<file path="src/rtl/spi_req_arbiter_pkg.sv">
`default_nettype none
// ============================================================================
// Module  : spi_req_arbiter_pkg
// Brief   : State encoding and default SPI register map for spi_req_arbiter.
// Revision: 1.0
// ============================================================================
package spi_req_arbiter_pkg;

  typedef enum logic [2:0] {
    ST_IDLE     = 3'd0,
    ST_WR_TX    = 3'd1,
    ST_POLL_REQ = 3'd2,
    ST_POLL_CHK = 3'd3,
    ST_RD_REQ   = 3'd4,
    ST_RD_CAP   = 3'd5,
    ST_RESP     = 3'd6
  } state_t;

  localparam logic [2:0]  C_ADDR_RXDR   = 3'd0;
  localparam logic [2:0]  C_ADDR_TXDR   = 3'd1;
  localparam logic [2:0]  C_ADDR_STATUS = 3'd2;
  localparam int          C_RRDY_BIT    = 3;
  localparam logic [15:0] C_TIMEOUT     = 16'd4095;

  function automatic logic [15:0] sat_inc16(input logic [15:0] v);
    return (v == 16'hFFFF) ? v : v + 16'd1;
  endfunction

endpackage
`default_nettype wire

</file>
<file path="src/rtl/spi_req_arbiter_rr_arb2.sv">
`default_nettype none
// ============================================================================
// Module  : spi_rr_arb2
// Brief   : Two-way round-robin grant; a tie goes to the requester not last served.
// Revision: 1.0
// ============================================================================
module spi_rr_arb2 (
  input  logic       clk,
  input  logic       rst_n,
  input  logic [1:0] req,
  input  logic       en,
  output logic [1:0] grant,
  output logic       grant_idx
);

  logic r_last_grant;

  always_comb begin
    grant     = 2'b00;
    grant_idx = 1'b0;
    if (en) begin
      case (req)
        2'b01: begin grant = 2'b01; grant_idx = 1'b0; end
        2'b10: begin grant = 2'b10; grant_idx = 1'b1; end
        2'b11: begin
          if (r_last_grant) begin
            grant     = 2'b01;
            grant_idx = 1'b0;
          end else begin
            grant     = 2'b10;
            grant_idx = 1'b1;
          end
        end
        default: begin grant = 2'b00; grant_idx = 1'b0; end
      endcase
    end
  end

  // Starts at 1 so requester 0 wins the first tie after reset.
  always_ff @(posedge clk or negedge rst_n) begin
    if (!rst_n) begin
      r_last_grant <= 1'b1;
    end else if (en && (req != 2'b00)) begin
      r_last_grant <= grant_idx;
    end
  end

endmodule
`default_nettype wire

</file>
<file path="src/rtl/spi_req_arbiter.sv">
`default_nettype none
// ============================================================================
// Module  : spi_req_arbiter
// Brief   : Serialises two requesters onto an SPI master: TX write, status poll, RX read.
// Revision: 1.0
// ============================================================================
module spi_req_arbiter
  import spi_req_arbiter_pkg::*;
#(
  parameter logic [2:0]  ADDR_RXDR   = C_ADDR_RXDR,
  parameter logic [2:0]  ADDR_TXDR   = C_ADDR_TXDR,
  parameter logic [2:0]  ADDR_STATUS = C_ADDR_STATUS,
  parameter int          RRDY_BIT    = C_RRDY_BIT,
  parameter logic [15:0] TIMEOUT     = C_TIMEOUT
) (
  input  logic       I_CLK,
  input  logic       I_RESETN,
  input  logic [1:0] req_valid,
  input  logic [7:0] req_data0,
  input  logic [7:0] req_data1,
  output logic [1:0] req_ready,
  output logic [1:0] rsp_valid,
  output logic [7:0] rsp_data,
  output logic       rsp_err,
  output logic       busy,
  output logic       spi_tx_en,
  output logic [2:0] spi_waddr,
  output logic [7:0] spi_wdata,
  output logic       spi_rx_en,
  output logic [2:0] spi_raddr,
  input  logic [7:0] spi_rdata
);

  state_t      r_state;
  state_t      w_next;
  logic        w_arb_en;
  logic [1:0]  w_grant;
  logic        w_grant_idx;
  logic        w_take;
  logic        r_gnt_idx;
  logic [7:0]  r_tx_byte;
  logic [15:0] r_poll_cnt;
  logic [7:0]  r_rsp_data;
  logic        r_rsp_err;
  logic        w_rrdy;
  logic        w_timeout;

  // Gating with reset keeps req_ready low while reset is held.
  assign w_arb_en  = (r_state == ST_IDLE) && I_RESETN;
  assign w_take    = w_arb_en && (req_valid != 2'b00);
  assign w_rrdy    = spi_rdata[RRDY_BIT];
  assign w_timeout = (r_poll_cnt == TIMEOUT);

  spi_rr_arb2 u_arb (
    .clk       (I_CLK),
    .rst_n     (I_RESETN),
    .req       (req_valid),
    .en        (w_arb_en),
    .grant     (w_grant),
    .grant_idx (w_grant_idx)
  );

  always_ff @(posedge I_CLK or negedge I_RESETN) begin
    if (!I_RESETN) begin
      r_state <= ST_IDLE;
    end else begin
      r_state <= w_next;
    end
  end

  always_comb begin
    w_next    = r_state;
    req_ready = 2'b00;
    rsp_valid = 2'b00;
    busy      = 1'b1;
    spi_tx_en = 1'b0;
    spi_waddr = 3'd0;
    spi_wdata = 8'h00;
    spi_rx_en = 1'b0;
    spi_raddr = 3'd0;
    case (r_state)
      ST_IDLE: begin
        busy      = 1'b0;
        req_ready = w_grant;
        if (w_take) w_next = ST_WR_TX;
      end
      ST_WR_TX: begin
        spi_tx_en = 1'b1;
        spi_waddr = ADDR_TXDR;
        spi_wdata = r_tx_byte;
        w_next    = ST_POLL_REQ;
      end
      ST_POLL_REQ: begin
        spi_rx_en = 1'b1;
        spi_raddr = ADDR_STATUS;
        w_next    = ST_POLL_CHK;
      end
      ST_POLL_CHK: begin
        if (w_rrdy)         w_next = ST_RD_REQ;
        else if (w_timeout) w_next = ST_RESP;
        else                w_next = ST_POLL_REQ;
      end
      ST_RD_REQ: begin
        spi_rx_en = 1'b1;
        spi_raddr = ADDR_RXDR;
        w_next    = ST_RD_CAP;
      end
      ST_RD_CAP: begin
        w_next = ST_RESP;
      end
      ST_RESP: begin
        rsp_valid = {r_gnt_idx, ~r_gnt_idx};
        w_next    = ST_IDLE;
      end
      default: begin
        w_next = ST_IDLE;
      end
    endcase
  end

  // The poll counter counts re-polls, so TIMEOUT=0 allows exactly one status read.
  always_ff @(posedge I_CLK or negedge I_RESETN) begin
    if (!I_RESETN) begin
      r_gnt_idx  <= 1'b0;
      r_tx_byte  <= 8'h00;
      r_poll_cnt <= 16'd0;
      r_rsp_data <= 8'h00;
      r_rsp_err  <= 1'b0;
    end else begin
      case (r_state)
        ST_IDLE: begin
          if (w_take) begin
            r_gnt_idx  <= w_grant_idx;
            r_tx_byte  <= w_grant_idx ? req_data1 : req_data0;
            r_poll_cnt <= 16'd0;
            r_rsp_err  <= 1'b0;
          end
        end
        ST_POLL_CHK: begin
          if (!w_rrdy) begin
            if (w_timeout) begin
              r_rsp_data <= 8'h00;
              r_rsp_err  <= 1'b1;
            end else begin
              r_poll_cnt <= sat_inc16(r_poll_cnt);
            end
          end
        end
        ST_RD_CAP: begin
          r_rsp_data <= spi_rdata;
          r_rsp_err  <= 1'b0;
        end
        default: begin
        end
      endcase
    end
  end

  assign rsp_data = r_rsp_data;
  assign rsp_err  = r_rsp_err;

endmodule
`default_nettype wire

</file>
<file path="config.mk">
export PLATFORM = sky130hd
export DESIGN_NAME = spi_req_arbiter
export DESIGN_NICKNAME = d
export VERILOG_FILES = /design/src/rtl/spi_req_arbiter_pkg.sv /design/src/rtl/spi_req_arbiter_rr_arb2.sv /design/src/rtl/spi_req_arbiter.sv
export SDC_FILE = /design/constraint.sdc
export NUM_CORES = 1
export LEC_CHECK = 0
export CAP_MARGIN = 20
export CORE_MARGIN = 10
export CORE_UTILIZATION = 48
export DETAILED_ROUTE_END_ITERATION = 6
export PLACE_DENSITY_LB_ADDON = 0.05
export SLEW_MARGIN = 30
export SYNTH_ARGS = -nofsm -noshare
export SYNTH_HDL_FRONTEND = slang
export SYNTH_SLANG_ARGS = --single-unit
export TNS_END_PERCENT = 20
</file>
<file path="constraint.sdc">
create_clock -name I_CLK -period 2.4 [get_ports I_CLK]
set_input_delay 0.36 -clock I_CLK [delete_from_list [all_inputs] [get_ports I_CLK]]
set_output_delay 0.36 -clock I_CLK [all_outputs]
set_load 0.02 [all_outputs]
</file>
After elaboration in Yosys (flattened, before gate mapping) --
Cells that the tools add are included.
Operators by class: add/sub/neg operators 1, equality and inequality tests 16, muxes and demuxes 31, bitwise gates (word level) 1, reduce and logical (&&, ||, !) cells 12
Operators by type and width (number):
- 16-bit 2-to-1 mux | 4
- 8-bit 2-to-1 mux | 4
- 16-bit case mux with 2 select lines | 1
- 3-bit case mux with 6 select lines | 1
- 16-bit by 1-bit adder with 16-bit output, second input constant | 1
- 16-bit by 12-bit equality test with 1-bit output, second input constant | 1
- 16-bit equality test, second input constant | 1
- 8-bit case mux with 2 select lines | 1
- 2-bit 2-to-1 mux | 5
- 2-bit != test, second input constant | 5
- 3-bit equality test, second input constant | 3
- 1-bit 2-to-1 mux | 9
- 3-bit 2-to-1 mux | 3
- 3-bit by 2-bit equality test with 1-bit output, second input constant | 2
- 2-bit case mux with 3 select lines | 1
- 2-bit nonzero test | 3
- 5-bit AND reduction | 1
- 2-bit equality test, second input constant | 2
- 4-bit AND reduction | 1
- 3-bit by 1-bit equality test with 1-bit output, second input constant | 1
- 3-bit logical NOT | 1
- 1-bit case mux with 3 select lines | 1
- 3-bit AND reduction | 1
- 3-bit nonzero test | 1
- 6 further kinds | 7
Storage, ports and cells: register bits 38, output and inout port bits 30, logic and storage cells 68

Logic depth before layout (Yosys ltp) --
depth after elaboration 5, gate-level depth with buffers 8, depth with buffers taken out 6

Modules after synthesis --
Synthesis repeated with hierarchy kept, for this count alone.
Second synthesis, totals: cells, all modules 250, area total of the unflattened synthesis 2306.0 um^2
By module, submodules not included:
- spi_req_arbiter | instances 1, cells each 241, area each 2238.4 um^2, seq. area each 925.9 um^2
- spi_rr_arb2 | instances 1, cells each 9, area each 67.6 um^2, seq. area each 26.3 um^2

Worst setup path after synthesis --
No wires, ideal clock.
path type register -> output, from register r_state[2], to output port spi_wdata[0], arrival 1.808 ns, required time 2.040 ns, setup slack 0.232 ns, stages on the path, launching flop included 4, path through dfrtp_1 clkbuf_1 nor3b_1 and2_1
On the way: word-level cells in the longest chain between the ends 2
Ends and longest elaborated chain:
- start, declared | RTL line spi_req_arbiter.sv:34 | state_t r_state;
- start signal, assigned | RTL line spi_req_arbiter.sv:67 | r_state <= w_next;
- 3-bit by 1-bit equality test with 1-bit output | RTL line spi_req_arbiter.sv:81 | case (r_state)
- 8-bit 2-to-1 mux | RTL line spi_req_arbiter.sv:81
- end, declared | RTL line spi_req_arbiter.sv:28 | output logic [7:0] spi_wdata,
No other way between the ends.

Worst setup path in the final report --
from register r_state[1], to output port rsp_valid[0]
On the way: word-level cells in the longest chain between the ends 2
Ends and longest elaborated chain:
- 3-bit equality test | RTL line spi_req_arbiter.sv:81
- 2-bit 2-to-1 mux | RTL line spi_req_arbiter.sv:81
- end, declared | RTL line spi_req_arbiter.sv:22 | output logic [1:0] rsp_valid,
No other way between the ends.

==> results.md <==
- The slowest stage cell on the critical path is sky130_fd_sc_hd__clkdlybuf4s50_1.
- Measured along the y axis, the die boundary spans roughly 86 um.
- For this run the aggregate overflow at the end of global routing stands at 0.
- The first global-routing pass estimated 8.89 mm of wire.
- Compared with the post-synthesis result, the final layout area differs by 35.1%.
- The total of max-cap violations is 0.
- The flow ran to the end, and the final reports show no timing, DRC or antenna violations.
- The maximum clock frequency is 0.442 GHz.
- In this design, the stage delay of the slowest critical-path cell is 0.68 ns.
- The critical path class is reg2out.
- The detailed router finished its first iteration with 89 violations.
- The top-level I/O count is 58.
- The number of iterations in the first detailed-routing pass is 4.
- The critical path buffer and inverter count is 3.
- The cts-stage hold buffer count is 0.
- The count of pins over their slew limit is 0.
- The floorplan row count is 23.
- STA classifies the critical path endpoint as a primary output.
- The floorplan step defined a die boundary enclosing 7350 um^2.
- Counting flops with a built-in enable in the synthesized netlist gives 0.
- The largest fanout on the critical path is 8.
- At the end of the flow the core is filled with cells to between 60% and 70%.
- Once the floorplan was initialized, standard cells occupied 50.8% of the core.
- The overall track demand over capacity in global routing is 14.6%.
- In the synthesized netlist the dominant register cell turns out to be sky130_fd_sc_hd__dfrtp_1.
- Between clock sinks in the finished design, the worst skew comes to 0.00605 ns.
- The CTS H-tree depth is 2.
- The shortest period the worst path allows is 2.26 ns.
- In this run the horizontal extent of the chip is 85.7 um.
- The estimated wirelength of the detail-placed design is between 3 and 4 mm.
- The startpoint identified for the worst register-to-register timing path is r_poll_cnt[0].
- The post-route netlist has around an eighth of its cells at a drive strength greater than 1.
- Yosys printed 0 warnings.
- Setup violations remaining at the end of the flow were counted as 0.
- In this run the cell area of the synthesized design comes to 2070 um^2.
- In the routed design, unresolved DRC markers number 0.
- The longest clock path from root to sink contains 2 buffers.
- The number of placed instances with taps included is 313.
- The clock transition time at the flip-flop clock pins of the worst setup and hold paths is 0.07 ns.
- The total number of vias is 1821.
- Port buffering added between 50 and 60 buffers.
- The cell family contributing the most delay on the critical path is buffers and inverters.
- The number of CTS-inserted buffers is 5.
- The weighted congestion at the end of routability-driven global placement is between 0.8 and 0.9.
- The mean cell area of the mapped netlist is around 10 um^2.
- The top cell types in the final layout, fill and taps aside, are 42 x sky130_fd_sc_hd__clkdlybuf4s50_1, 37 x sky130_fd_sc_hd__dfrtp_1, 19 x sky130_fd_sc_hd__nor2_1, 14 x sky130_fd_sc_hd__buf_4, 11 x sky130_fd_sc_hd__a21oi_1.
- Dividing the final minimum period by the clock period gives roughly 94%.
- At the worst endpoint, the arrival time is roughly 1.9 ns.
- Entering global routing, the biggest net connects 39 pins.
- The largest voltage drop on the vdd net is 0.000627 V.
- The worst register-to-register path has a setup slack of ~0.30 ns.
- The most frequent standard cell in the layout excluding fill and tap cells is sky130_fd_sc_hd__clkdlybuf4s50_1.
- The beginning of the critical path is r_state[1].
- At the pin with the least slew margin, the transition time is 0.635 ns.
- In this run the static leakage power is 1.36 nW.
- The final antenna-violating net count is 0.
- The number of nets in the final layout is 299.
- Counting flops with an async set or reset pin after synthesis yields a share of 100%.
- The core region is slightly above 4000 um^2.
- The number of register bits inferred by synthesis is 38.
- The required time at the worst-slack endpoint is approximately 2 ns.
- CTS saw 38 sinks.
- The number of antenna violations at the first check in global routing was 0.
- The clock insertion delay at the later pin of the skew report is 0.29 ns.
- The worst setup path is launched from a flop.
- Post-CTS timing repair inserted 0 buffers for setup.
- Summing the sequential cell areas from Yosys gives 45.9% of the chip area.
- Traced cell by cell, the critical path runs through buf_4 -> inv_1 -> nor4b_1 -> clkdlybuf4s50_1.
- The number of antenna diodes in the final layout is 0.
- The worst slew slack as a fraction of its limit is 57.3%.
- The netlist uses 49 different library cells.
- Setup repair after global routing left no endpoint under its margin.
- After detailed routing, the number of vias per cell comes to ~5.7.
- The tightest min-delay check is of the in2async type.
- The final wirelength is ~5.4 mm.
- The instance count of the mapped netlist is between 200 and 250.
- In this run the power density over the cells is 1040 nW/um^2.
- Total power for the finished layout comes to just under 0.003 W.
- The final count of hold timing violations is 0.
- The number of global-route vias before repair came to 1767.
- The count of placed standard cells in the final layout, fillers left out is 321.
- The setup TNS after final layout is 0 ns.
- Dividing the detail-routed wire length by the instance count gives 16.9 um.
- The clock tree from TritonCTS is yes.
- The root buffer selected by CTS is sky130_fd_sc_hd__clkbuf_8.
repair_timing:
item	in CTS	in global routing
endpoints found under the setup margin	2	8
gates cloned	0	0
endpoints found under the hold margin	0	0
gates resized for setup	2	8
cell families after synthesis:
| kind of cell | share of synthesized area [%] |
|---|---|
| compound gates | 20.4 |
| mux | 4.89 |
| other cells | 0.181 |
| fa+ha+maj | 0.603 |
| simple gates | 21.2 |
| flops | 45.9 |
| buf+inv | 6.33 |
| xor+xnor | 0.422 |
per-stage QoR:
step | hold slack [ns] | worst slack (ns) | instance area [um^2]
floorplan | 0.0644 | 0.232 | 2090
global placement | 0.452 | 0.0743 | 2690
detailed placement | 0.455 | 0.0623 | 2690
finish | 0.122 | 0.136 | 2800
global route | 0.165 | 0.0353 | 2800
CTS | 0.137 | 0.0374 | 2780
worst reg2reg max path: stages, from the launching register on:
cell and delay [ns]:
sky130_fd_sc_hd__dfrtp_1 0.41, sky130_fd_sc_hd__ha_1 0.21, sky130_fd_sc_hd__nand3_2 0.17, sky130_fd_sc_hd__or2_4 0.33, sky130_fd_sc_hd__nor4_4 0.29, sky130_fd_sc_hd__buf_4 0.23
sky130_fd_sc_hd__a21oi_1 0.13, sky130_fd_sc_hd__a31oi_1 0.26
layer usage:
metal	track usage (%)	share of wire [%]	vias to the layer above
li1	-	-	881
met5	0	0	-
met3	4.26	5.2	6
met1	18.9	47	889
met2	23.0	47	45
met4	4.04	0.98	0
worst paths after layout:
path                                            to  depth (start not counted)
worst max-delay path                  rsp_valid[0]                          4
worst min-delay path                  r_tx_byte[7]                          2
worst max register to register       r_poll_cnt[8]                          7
worst min register to register         rsp_data[7]                          1
max in group asynchronous       u_arb.r_last_grant                          2
min in group I_CLK                     rsp_data[7]                          1
state kept, by name, summed over array words and instances, names as in the netlist:
name,flops
r_gnt_idx,1
u_arb.r_last_grant,1
r_state,3
rsp_data,8
r_tx_byte,8
rsp_err,1
r_poll_cnt,16
layout make-up:
cell class                 count  area (um^2)
clock buffer                   7         86.3
tap                           50         62.6
fill                         349         1280
clock inverter                 1         5.00
sequential                    38          952
inverter                       7         26.3
multi-input combinational    150         1000
timing repair buffer          68          668
power breakdown:
| group | leakage [nW] | total, W | internal, W | switching (W) |
|---|---|---|---|---|
| clock network | 0.0482 | 0.000455 | 0.000232 | 0.000223 |
| logic | 0.831 | 0.00148 | 0.000712 | 0.000772 |
| registers | 0.482 | 0.000979 | 0.000852 | 0.000127 |
| total | 1.36 | 0.00292 | 0.00180 | 0.00112 |
synthesized netlist by cell type (2+ instances only):
cell | count | area share [%]
sky130_fd_sc_hd__a21bo_2 | 2 | 0.97
sky130_fd_sc_hd__a21o_1 | 5 | 1.8
sky130_fd_sc_hd__a21oi_1 | 11 | 2.7
sky130_fd_sc_hd__a221o_1 | 2 | 0.97
sky130_fd_sc_hd__a22o_1 | 8 | 3.4
sky130_fd_sc_hd__a31oi_1 | 2 | 0.60
sky130_fd_sc_hd__and2_1 | 9 | 2.7
sky130_fd_sc_hd__and3_1 | 5 | 1.5
sky130_fd_sc_hd__buf_2 | 3 | 0.72
sky130_fd_sc_hd__buf_4 | 6 | 2.2
sky130_fd_sc_hd__clkbuf_1 | 4 | 0.72
sky130_fd_sc_hd__dfrtp_1 | 37 | 45
sky130_fd_sc_hd__inv_1 | 7 | 1.3
sky130_fd_sc_hd__mux2i_1 | 9 | 4.3
sky130_fd_sc_hd__nand2_1 | 5 | 0.90
sky130_fd_sc_hd__nand3_1 | 7 | 1.7
sky130_fd_sc_hd__nand4_1 | 4 | 1.2
sky130_fd_sc_hd__nor2_1 | 19 | 3.4
sky130_fd_sc_hd__nor3_1 | 9 | 2.2
sky130_fd_sc_hd__nor3b_1 | 4 | 1.4
sky130_fd_sc_hd__nor4_1 | 3 | 0.90
sky130_fd_sc_hd__o21ai_0 | 9 | 2.2
sky130_fd_sc_hd__o21ai_2 | 2 | 0.84
sky130_fd_sc_hd__o22a_1 | 9 | 3.8
sky130_fd_sc_hd__o41ai_1 | 2 | 0.84
sky130_fd_sc_hd__or3_1 | 2 | 0.60
Power figures use the tool's default switching activity.
